--- config.mk ---
export PLATFORM = sky130hd
export DESIGN_NAME = mosaic_tile_scheduler
export DESIGN_NICKNAME = d
export VERILOG_FILES = /design/src/rtl/mosaic_pkg.sv /design/src/rtl/tile_watchdog.sv /design/src/rtl/mosaic_tile_scheduler.sv
export SDC_FILE = /design/constraint.sdc
export NUM_CORES = 1
export LEC_CHECK = 0
export CAP_MARGIN = 25
export CORE_ASPECT_RATIO = 2
export CORE_UTILIZATION = 45
export CTS_BUF_LIST = sky130_fd_sc_hd__clkbuf_16
export DETAILED_ROUTE_END_ITERATION = 6
export PLACE_DENSITY_LB_ADDON = 0.3
export REMOVE_ABC_BUFFERS = 1
export SLEW_MARGIN = 20
export SYNTH_ARGS = -nofsm -noshare
export SYNTH_HDL_FRONTEND = slang
export SYNTH_SLANG_ARGS = --single-unit
--- constraint.sdc ---
create_clock -name i_clk -period 1.9 [get_ports i_clk]
set_input_delay 0.285 -clock i_clk [delete_from_list [all_inputs] [get_ports i_clk]]
set_output_delay 0.285 -clock i_clk [all_outputs]
set_load 0.02 [all_outputs]
--- src/rtl/mosaic_pkg.sv ---
// Shared scheduler state type and default mosaic geometry, also used by the stitching datapath.
package mosaic_pkg;

    typedef enum logic [2:0] {
        IDLE,
        ISSUE,
        WAIT,
        NEXT,
        FINISH,
        ERROR
    } sched_state_t;

    localparam int unsigned DEF_TILE_ROWS      = 4;
    localparam int unsigned DEF_TILE_COLS      = 4;
    localparam int unsigned DEF_TIMEOUT_CYCLES = 1024;

endpackage

--- src/rtl/tile_watchdog.sv ---
// Per-tile watchdog: loadable up-counter that saturates and flags expiry at TIMEOUT_CYCLES-1.
module tile_watchdog
    import mosaic_pkg::*;
#(
    parameter int unsigned TIMEOUT_CYCLES = DEF_TIMEOUT_CYCLES,
    parameter int unsigned CNT_W          = $clog2(TIMEOUT_CYCLES)
) (
    input  logic             i_clk,
    input  logic             i_reset,
    input  logic             i_clear,
    input  logic             i_en,
    input  logic             i_load,
    input  logic [CNT_W-1:0] i_load_val,
    output logic             o_expired
);

    localparam logic [CNT_W-1:0] LIMIT = CNT_W'(TIMEOUT_CYCLES - 1);

    logic [CNT_W-1:0] r_count;
    logic             w_expired;

    assign w_expired = (r_count == LIMIT);
    assign o_expired = w_expired;

    always_ff @(posedge i_clk or negedge i_reset) begin
        if (!i_reset) begin
            r_count <= '0;
        end else if (i_clear) begin
            r_count <= '0;
        end else if (i_load) begin
            r_count <= i_load_val;
        end else if (i_en && !w_expired) begin
            r_count <= r_count + 1'b1;
        end
    end

endmodule

--- src/rtl/mosaic_tile_scheduler.sv ---
// Frame-level sequencer: walks the tile grid row-major, issuing one start/enable window per tile.
module mosaic_tile_scheduler
    import mosaic_pkg::*;
#(
    parameter int unsigned TILE_ROWS      = DEF_TILE_ROWS,
    parameter int unsigned TILE_COLS      = DEF_TILE_COLS,
    parameter int unsigned TIMEOUT_CYCLES = DEF_TIMEOUT_CYCLES,
    parameter int unsigned ROW_W          = $clog2((TILE_ROWS > 1) ? TILE_ROWS : 2),
    parameter int unsigned COL_W          = $clog2((TILE_COLS > 1) ? TILE_COLS : 2),
    parameter int unsigned CNT_W          = $clog2(TILE_ROWS * TILE_COLS + 1)
) (
    input  logic             i_clk,
    input  logic             i_reset,
    input  logic             i_start,
    input  logic             i_abort,
    input  logic             i_pipe_done,
    output logic             o_pipe_en,
    output logic             o_tile_start,
    output logic [ROW_W-1:0] o_tile_row,
    output logic [COL_W-1:0] o_tile_col,
    output logic [CNT_W-1:0] o_tiles_done,
    output logic             o_busy,
    output logic             o_frame_done,
    output logic             o_timeout_err
);

    localparam logic [ROW_W-1:0] LAST_ROW = ROW_W'(TILE_ROWS - 1);
    localparam logic [COL_W-1:0] LAST_COL = COL_W'(TILE_COLS - 1);
    localparam int unsigned      WD_W     = $clog2(TIMEOUT_CYCLES);

    sched_state_t     r_state, w_state_next;
    logic [ROW_W-1:0] r_row, w_row_next;
    logic [COL_W-1:0] r_col, w_col_next;
    logic [CNT_W-1:0] r_cnt, w_cnt_next;
    logic             r_start_prev;
    logic             w_start_req;
    logic             w_wd_clear;
    logic             w_wd_en;
    logic             w_wd_expired;
    logic             w_last_col;
    logic             w_last_tile;

    logic             r_pipe_en, r_tile_start, r_busy, r_frame_done, r_timeout_err;
    logic [ROW_W-1:0] r_tile_row;
    logic [COL_W-1:0] r_tile_col;
    logic [CNT_W-1:0] r_tiles_done;

    // Rising-edge qualify so a start held high launches only one frame.
    assign w_start_req = i_start && !r_start_prev;
    assign w_last_col  = (r_col == LAST_COL);
    assign w_last_tile = w_last_col && (r_row == LAST_ROW);

    tile_watchdog #(
        .TIMEOUT_CYCLES(TIMEOUT_CYCLES),
        .CNT_W         (WD_W)
    ) u_watchdog (
        .i_clk     (i_clk),
        .i_reset   (i_reset),
        .i_clear   (w_wd_clear),
        .i_en      (w_wd_en),
        .i_load    (1'b0),
        .i_load_val('0),
        .o_expired (w_wd_expired)
    );

    always_comb begin
        w_state_next = r_state;
        w_row_next   = r_row;
        w_col_next   = r_col;
        w_cnt_next   = r_cnt;
        w_wd_clear   = 1'b0;
        w_wd_en      = 1'b0;
        if (i_abort) begin
            w_state_next = IDLE;
        end else begin
            unique case (r_state)
                IDLE, ERROR: begin
                    if (w_start_req) begin
                        w_state_next = ISSUE;
                        w_row_next   = '0;
                        w_col_next   = '0;
                        w_cnt_next   = '0;
                        w_wd_clear   = 1'b1;
                    end
                end
                ISSUE: begin
                    w_state_next = WAIT;
                    w_wd_clear   = 1'b1;
                end
                WAIT: begin
                    // Done is checked first so it wins over a same-cycle expiry.
                    if (i_pipe_done) begin
                        w_state_next = NEXT;
                        w_cnt_next   = r_cnt + 1'b1;
                    end else if (w_wd_expired) begin
                        w_state_next = ERROR;
                    end else begin
                        w_wd_en = 1'b1;
                    end
                end
                NEXT: begin
                    if (w_last_tile) begin
                        w_state_next = FINISH;
                    end else begin
                        w_state_next = ISSUE;
                        if (w_last_col) begin
                            w_col_next = '0;
                            w_row_next = r_row + 1'b1;
                        end else begin
                            w_col_next = r_col + 1'b1;
                        end
                    end
                end
                FINISH: w_state_next = IDLE;
                default: w_state_next = IDLE;
            endcase
        end
    end

    always_ff @(posedge i_clk or negedge i_reset) begin
        if (!i_reset) begin
            r_state      <= IDLE;
            r_row        <= '0;
            r_col        <= '0;
            r_cnt        <= '0;
            r_start_prev <= 1'b0;
        end else begin
            r_state      <= w_state_next;
            r_row        <= w_row_next;
            r_col        <= w_col_next;
            r_cnt        <= w_cnt_next;
            r_start_prev <= i_start;
        end
    end

    // Outputs are registered from the current state; abort masks them on the same edge.
    always_ff @(posedge i_clk or negedge i_reset) begin
        if (!i_reset) begin
            r_pipe_en     <= 1'b0;
            r_tile_start  <= 1'b0;
            r_busy        <= 1'b0;
            r_frame_done  <= 1'b0;
            r_timeout_err <= 1'b0;
            r_tile_row    <= '0;
            r_tile_col    <= '0;
            r_tiles_done  <= '0;
        end else begin
            r_pipe_en     <= !i_abort && ((r_state == ISSUE) || (r_state == WAIT));
            r_tile_start  <= !i_abort && (r_state == ISSUE);
            r_busy        <= !i_abort && (r_state != IDLE) && (r_state != ERROR);
            r_frame_done  <= !i_abort && (r_state == FINISH);
            r_timeout_err <= (r_state == ERROR) && !i_abort && !w_start_req;
            r_tile_row    <= r_row;
            r_tile_col    <= r_col;
            r_tiles_done  <= r_cnt;
        end
    end

    assign o_pipe_en     = r_pipe_en;
    assign o_tile_start  = r_tile_start;
    assign o_busy        = r_busy;
    assign o_frame_done  = r_frame_done;
    assign o_timeout_err = r_timeout_err;
    assign o_tile_row    = r_tile_row;
    assign o_tile_col    = r_tile_col;
    assign o_tiles_done  = r_tiles_done;

endmodule

==> flow_summary.json <==
{
  "status": "finished, final reports clean",
  "synth_top_cell_by_area": "dfrtp_1",
  "hold_viol": 0,
  "synthTopCellsByArea": "dfrtp_1 56%, o21ai_0 3.3%, ha_1 3.0%",
  "grt_pass1_vias": 1391,
  "antennaDiodeCount": 0,
  "nets": 194,
  "drive_gt1_share_pct": 16.1,
  "max_freq_ghz": 0.574,
  "startpoint_type": "primary input",
  "clock_sinks": 37,
  "die_y_um": 87.6,
  "p_per_area_nw_per_um2": 872,
  "hpwl_mm": 2.55,
  "drt-pass1-iter-count": 4,
  "drv_cap": 0,
  "ys_warn_count": 0,
  "vias": 1296,
  "root_buffer": "clkbuf_16",
  "synthArstFlopShare_pct": 100,
  "cp-end-kind": "flip-flop",
  "clock_skew_ns": 0.00296,
  "avgViaCountPerCell": 5.54,
  "yosysMostFrequentCell": "dfrtp_1",
  "totalWireLength_mm": 3.42,
  "cts_buffer_depth": 2,
  "numCtsBuffers": 5,
  "hp-class": "flip-flop to flip-flop",
  "path_class": "primary input to flip-flop",
  "gp_congestion": 0.785,
  "core_area_um2": 3450,
  "ir_worst_vdd_mv": 0.832,
  "synth.top_cells.by_count": "37 x dfrtp_1, 11 x o21ai_0, 10 x nand2_1, 9 x a21oi_1, 9 x nand3_1",
  "period_needed_ns": 1.74,
  "synth_seq_area_share_pct": 56.1,
  "power_leakage_nw": 0.950,
  "synthFlopType": "dfrtp_1",
  "wl_per_cell_um": 14.6,
  "finalCritPeriodShare_pct": 91.7,
  "drt_iter0_markers": 21,
  "setup_tns_ns": 0,
  "rsz0062_at_grt": "no",
  "grt_pass1_wl_mm": 5.89,
  "syn-cell-area_um2": 1650,
  "clkSlewWorstSetupHoldPaths_ns": 0.05,
  "slew_headroom_pct": 59.4,
  "grt_max_degree": 38,
  "drv_slew": 0,
  "ys_ff_latch": 37,
  "utilization_pct": 61.7,
  "synth_top_cell_area_share_pct": 56.1,
  "ant_nets": 0,
  "synthCells": 149,
  "syn_area_per_cell_um2": 11.1,
  "grt_overflow": 0,
  "power_mw": 1.86,
  "start_util_pct": 47.8,
  "syn_to_final_growth_pct": 29.0,
  "cp_data_required_time_ns": 2.10,
  "synth_edf_count": 0,
  "cp.arrival_ns": 1.94,
  "grtUsageTotal_pct": 20.9,
  "pin_count": 19,
  "antenna_found_initial": 0,
  "fin_area_um2": 2130,
  "rows": 30,
  "die_x_um": 44.8,
  "port_buffers": 18,
  "clock_latency_ns": 0.28,
  "finalSetupViolations": 0,
  "worst_pin_slew_ns": 0.600,
  "place_area_um2": 1980,
  "htreeDepth": 2,
  "worstPathMaxFanout": 5,
  "fillers": 302,
  "cts_tree": "done",
  "dieArea_um2": 3930,
  "synth_cell_types": 41,
  "drc": 0
}
## layer usage
metal,GRT usage [%],vias to the layer above,wire (um)
met1,20.1,631,1240
li1,-,620,-
met5,0,-,0
met4,13.8,0,132
met3,4.95,13,129
met2,37.4,32,1920
## where the power goes
group | total (mW) | leakage, nW | switching (mW) | internal (mW)
combinational | 0.230 | 0.365 | 0.128 | 0.102
sequential | 0.852 | 0.511 | 0.0268 | 0.825
clock | 0.774 | 0.0748 | 0.299 | 0.475
## logic make-up after synthesis
kind of cell	Yosys count	share of synthesized area, %
AOI/OAI and AO/OA	39	15.8
DFF	37	56.1
and+or+nand+nor	52	18.6
xor gates and xnor gates	3	1.59
buffers and inverters	11	2.96
muxes	3	1.90
adders and majority gates	4	3.03
## cell type report
class,instances,area [um2],area share [%]
flip-flops and latches,37,926,43.5
multi-input cells,101,682,32.0
repair buffers,34,300,14.1
clock buffers,5,125,5.88
well taps,48,60.1,2.82
inverters,6,22.5,1.06
clock inverters,3,13.8,0.646
## timing repair
action | 4_1_cts | 5_1_grt
hold endpoints to repair | 0 | 0
hold buffers | 0 | 0
buffers inserted | 0 | 0
resized for setup | 0 | 1
endpoints found under the setup margin | 0 | 2
## critical path, cell delays in order
cell	delay (ns)
clkdlybuf4s50_1	0.45
nor4b_4	0.22
buf_4	0.18
o311ai_2	0.12
or4_1	0.53
a21oi_1	0.16
## through the flow
| stage | worst slack, ns | hold slack, ns | instances |
|---|---|---|---|
| 6_report | 0.158 | 0.399 | 234 |
| 5_1_grt | 0.0465 | 0.425 | 234 |
| 4_1_cts | 0.137 | 0.399 | 234 |
| 3_5_place_dp | -0.137 | 0.390 | 226 |
| 3_3_place_gp | -0.132 | 0.390 | 226 |
| 2_1_floorplan | -0.0237 | -0.0106 | 144 |
## worst paths after layout
check / end / depth (start not counted) / slack [ns] / start
max in group asynchronous: r_cnt[0] / 2 / 1.15 / i_reset
worst max-delay path: u_watchdog.r_count[7] / 6 / 0.16 / i_abort
worst max register to register: u_watchdog.r_count[7] / 5 / 0.17 / r_state[0]
min in group asynchronous: o_tiles_done[0] / 2 / 0.43 / i_reset
worst min register to register: o_tiles_done[4] / 0 / 0.40 / r_cnt[4]
worst min-delay path: o_tiles_done[4] / 0 / 0.40 / r_cnt[4]
## sequential cells by signal, summed over array words and instances (netlist names)
name / cells
o_frame_done: 1
r_start_prev: 1
r_state: 3
r_row: 2
o_tile_col: 2
o_tile_start: 1
o_tiles_done: 5
o_timeout_err: 1
o_tile_row: 2
o_pipe_en: 1
o_busy: 1
u_watchdog.r_count: 10
r_cnt: 5
r_col: 2
## placed cells by master, fill, tap and decap left out, types with 3 or more instances in the layout
cell,count
a21oi_1,9
buf_4,16
clkbuf_16,5
clkdlybuf4s50_1,18
dfrtp_1,37
ha_1,4
inv_1,7
nand2_1,10
nand3_1,9
nor2_1,6
nor2b_1,4
nor3_1,4
nor4b_1,3
o21ai_0,11
o31ai_1,5
or3_1,3
(Power assumes the default switching activity.)
